## config.mk

```make
export PLATFORM = sky130hd
export DESIGN_NAME = buffer_fifo
export DESIGN_NICKNAME = d
export VERILOG_FILES = /design/src/rtl/buffer_fifo.sv
export SDC_FILE = /design/constraint.sdc
export NUM_CORES = 1
export LEC_CHECK = 0
export BUFFER_PORTS_ARGS = -buffer_cell sky130_fd_sc_hd__buf_2
export CAP_MARGIN = 20
export CORE_AREA = 2 2 71 73
export CTS_BUF_LIST = sky130_fd_sc_hd__clkbuf_8
export CTS_CLUSTER_SIZE = 28
export DETAILED_ROUTE_END_ITERATION = 8
export DIE_AREA = 0 0 73 75
export GPL_ROUTABILITY_DRIVEN = 0
export PLACE_DENSITY = 0.84
export SLEW_MARGIN = 20
export SYNTH_ARGS = -nofsm -noshare
export SYNTH_HDL_FRONTEND = slang
export SYNTH_SLANG_ARGS = --single-unit
```

## constraint.sdc

```tcl
create_clock -name clk -period 4.75 [get_ports clk]
set_clock_uncertainty 0.1 [all_clocks]
set_input_delay 0.475 -clock clk [delete_from_list [all_inputs] [get_ports clk]]
set_output_delay 0.475 -clock clk [all_outputs]
set_load 0.01 [all_outputs]
```

## src/rtl/buffer_fifo.sv

```systemverilog
// Ready/valid FIFO with registered EMPTY/PARTIAL/FULL state and zeroed output when empty.
// Optional occupancy port: define BUFFER_FIFO_COUNT_EN to add the registered `count` output.
module buffer_fifo #(
  parameter int WIDTH = 16,
  parameter int DEPTH = 4
) (
  input  logic             clk,
  input  logic             rst,
  input  logic [WIDTH-1:0] I,
  input  logic             i_valid,
  output logic             i_ready,
  output logic [WIDTH-1:0] O,
  output logic             o_valid,
  input  logic             o_ready
`ifdef BUFFER_FIFO_COUNT_EN
  ,
  output logic [$clog2(DEPTH):0] count
`endif
);

  localparam int AW = $clog2(DEPTH);

  typedef enum logic [1:0] {EMPTY, PARTIAL, FULL} state_e;

  state_e          state_q, state_d;
  logic [AW-1:0]   wr_ptr_q, wr_ptr_d;
  logic [AW-1:0]   rd_ptr_q, rd_ptr_d;
  logic [WIDTH-1:0] mem_q [DEPTH];
  logic            push, pop;

  // Handshake outputs depend only on registered state (plus reset for i_ready).
  assign i_ready = (state_q != FULL) && !rst;
  assign o_valid = (state_q != EMPTY);
  assign O       = o_valid ? mem_q[rd_ptr_q] : '0;

  assign push = i_valid && i_ready;
  assign pop  = o_valid && o_ready;

  always_comb begin
    // NOTE: every combinational output gets a default first, so no path can infer a latch.
    state_d  = state_q;
    wr_ptr_d = wr_ptr_q;
    rd_ptr_d = rd_ptr_q;
    if (push) wr_ptr_d = wr_ptr_q + AW'(1);
    if (pop)  rd_ptr_d = rd_ptr_q + AW'(1);
    // Pointers wrap naturally since DEPTH is a power of two; equality decides full/empty.
    case ({push, pop})
      2'b10:   state_d = (wr_ptr_d == rd_ptr_q) ? FULL : PARTIAL;
      2'b01:   state_d = (rd_ptr_d == wr_ptr_q) ? EMPTY : PARTIAL;
      default: state_d = state_q;
    endcase
  end

  always_ff @(posedge clk) begin
    // NOTE: sequential state uses non-blocking assignments so all registers update together.
    if (rst) begin
      state_q  <= EMPTY;
      wr_ptr_q <= '0;
      rd_ptr_q <= '0;
    end else begin
      state_q  <= state_d;
      wr_ptr_q <= wr_ptr_d;
      rd_ptr_q <= rd_ptr_d;
    end
  end

  // NOTE: storage is deliberately not reset; the empty state hides stale words and O is forced to zero.
  always_ff @(posedge clk) begin
    if (push) mem_q[wr_ptr_q] <= I;
  end

`ifdef BUFFER_FIFO_COUNT_EN
  logic [AW:0] count_q;

  always_ff @(posedge clk) begin
    if (rst) begin
      count_q <= '0;
    end else begin
      case ({push, pop})
        2'b10:   count_q <= count_q + (AW+1)'(1);
        2'b01:   count_q <= count_q - (AW+1)'(1);
        default: count_q <= count_q;
      endcase
    end
  end

  assign count = count_q;
`endif

endmodule

```

==> metrics.md <==
| Metric | Value |
|---|---|
| Status | `completed` |
| Syn. warnings | `0` |
| DR WL/cell | `19.1 um` |
| Crit Path Category | `flop to output pin` |
| Area of the core | `4660 um2` |
| IO Pins | `38` |
| Synth cell types | `30` |
| Number of remaining DRC errors | `0` |
| Vias in the first global route | `1516` |
| Flop and latch count out of synthesis | `70` |
| Final setup vio count | `0` |
| Congestion Overflow GR | `0` |
| Average size of a mapped cell | `18.6 um2` |
| HP Class | `primary input to flop` |
| Layout cells sized above 1 | `31.6%` |
| Initial drt markers | `142` |
| DRT Pass-1 Iters | `5` |
| Mapped Nets | `183` |
| Final hold vios | `0` |
| Most frequent cells in the layout | `edfxtp_1, buf_2, nor2b_1` |
| Peak supply drop | `0.283 mV` |
| Sinks on the clock net | `70` |
| Max-cap violations | `0` |
| CTS H-tree depth | `3` |
| First-pass GRT wire length | `7530 um` |
| Largest stage delay, worst path | `0.67 ns` |
| Ys flop type | `edfxtp_1` |
| Crit-path max FO | `11` |
| Post-synth EDFFs | `64` |
| Final min period | `2.82 ns` |
| Actual slew at the worst max-slew pin | `0.949 ns` |
| Worst path cell trace | `buf_4 -> mux4_1 -> nor2b_1 -> buf_2` |
| Leakage | `1.22 nW` |
| Slew margin rel. | `36.7%` |
| Async SR Flop Fraction | `0%` |
| Total Neg Setup Slack | `0 ns` |
| Hpwl dp | `3280 um` |
| Yosys top cell area share | `65.4%` |
| PortBufs | `37` |
| Via count | `1529` |
| Routed Antenna Nets | `0` |
| Root buf cell | `clkbuf_8` |
| Post-route clock period utilization | `59.3%` |
| Chip Height | `75 um` |
| Vias/cell | `5.88` |
| Max Clk Rate | `0.355 GHz` |
| Commonest non-fill, non-tap cell in the layout | `edfxtp_1` |
| CTS tree | `built` |
| Mapped Cells | `158` |
| Antenna violations before repair | `0` |
| RSZ-0062 raised after global routing | `false` |
| Nets | `227` |
| Row cnt | `25` |
| Critical path buffers and inverters | `2` |
| Tot GR Track Use | `19.8%` |
| Sequential share of the synthesized area | `69.4%` |
| Core Util, Final | `72.1%` |
| Worst path slowest cell | `dfxtp_1` |
| Post_cts resized | `0` |
| R2r setup slk | `2.72 ns` |
| Area Growth Syn to Fin | `14.3%` |
| DIE WIDTH | `73 um` |
| # hold bufs at CTS | `0` |
| Top post-synthesis cells by area | `edfxtp_1, mux4_1, mux4_2` |
| CTS clk-pin slew, worst paths | `0.07 ns` |
| Inserted Clock Buffers | `9` |
| Startpoint Class | `flop` |
| Cell area power density | `493 nW/um2` |
| Routed WL | `4980 um` |
| Req. time, crit path | `4.18 ns` |
| Endpoint type of the worst setup path | `output pin` |
| Family with the most delay on the worst path | `flip-flops` |
| Final max-slew violation count | `0` |
| Finished layout cell area | `3360 um2` |
| Placed Area | `3160 um2` |
| Diodes inserted | `0` |
| Post-CTS Setup Repair Bufs | `0` |
| Clock Tree Buf Depth | `2` |
| Latest clock arrival within the worst-skew pair | `0.33 ns` |
| Die ar. | `5480 um2` |
| Crit path DAT | `2.24 ns` |
| Post-synthesis instance area | `2940 um2` |
| Largest net degree at the start of global routing | `22` |
| Initial Util | `63.1%` |
| Synth area leader | `edfxtp_1` |
[power by group]
group / internal (mW) / total (mW) / switching (mW)
Sequential: 0.710 / 0.755 / 0.0449
Clock: 0.288 / 0.489 / 0.201
Combinational: 0.199 / 0.411 / 0.213
Total: 1.20 / 1.66 / 0.459
[cell usage after synthesis (2+ instances only)]
| cell type | n |
|---|---|
| edfxtp_1 | 64 |
| nor2b_1 | 17 |
| nor2_1 | 9 |
| mux4_1 | 8 |
| mux4_2 | 8 |
| dfxtp_1 | 6 |
| inv_1 | 6 |
| ha_1 | 5 |
| a21oi_1 | 4 |
| and3_1 | 4 |
| nand2_1 | 3 |
| xnor2_1 | 3 |
| buf_2 | 2 |
| nand2b_1 | 2 |
| o21ai_1 | 2 |
[worst reg2reg max path, delay by kind of cell (launching register included)]
kind / cells / cell delay, ns
buf+inv: 1 / 0.10
compound gates: 3 / 0.59
simple gates: 1 / 0.30
flops: 1 / 0.48
fa+ha+maj: 1 / 0.35
[logic make-up after synthesis]
kind of cell             synth area share (%)
buffers and inverters                    2.55
AO/OA/AOI/OAI                            2.98
adder cells (fa/ha/maj)                  2.13
multiplexers                             13.3
XOR/XNOR                                 2.30
AND/OR/NAND/NOR                          7.32
flip-flops                               69.4
[layer usage]
metal / track usage [%] / part of all wire [%] / vias to the layer above
met4: 9.26 / 1.8 / 0
met5: 0 / 0 / -
met2: 32.7 / 53 / 47
li1: - / - / 704
met1: 24.8 / 41 / 768
met3: 4.95 / 4.1 / 10
[area by class of cell]
cell class | instances | area [um2]
sequential | 70 | 2040
fill | 288 | 1300
multi-input combinational | 76 | 823
timing repair buffer | 39 | 200
clock buffer | 9 | 124
clock inverter | 6 | 80.1
tap | 54 | 67.6
inverter | 6 | 22.5
[path summary, 6_finish.rpt]
kind	to	cells after the start	from
max	O[4]	4	rd_ptr_q[0]$_SDFF_PP0_
min	mem_q[3][12]$_DFFE_PP_	1	I[12]
max reg2reg	state_q[0]$_SDFFE_PP0P_	6	wr_ptr_q[0]$_SDFF_PP0_
min reg2reg	state_q[1]$_SDFFE_PP0P_	2	state_q[1]$_SDFFE_PP0P_
[through the flow]
stage               worst slack [ns]  hold slack (ns)  cells  power (mW)
floorplan                       2.84            0.417    158        1.05
global placement                2.35            0.443    245        1.16
detailed placement              2.29            0.477    245        1.18
CTS                             1.92            0.244    260        1.67
global route                    1.84            0.246    260        1.73
finish                          1.94            0.255    260        1.66
[state kept, by name, summed over array words and instances, names as in the netlist]
register,cells
wr_ptr_q,2
mem_q,64
rd_ptr_q,2
state_q,2
No activity file was read; power rests on OpenSTA's default activity.
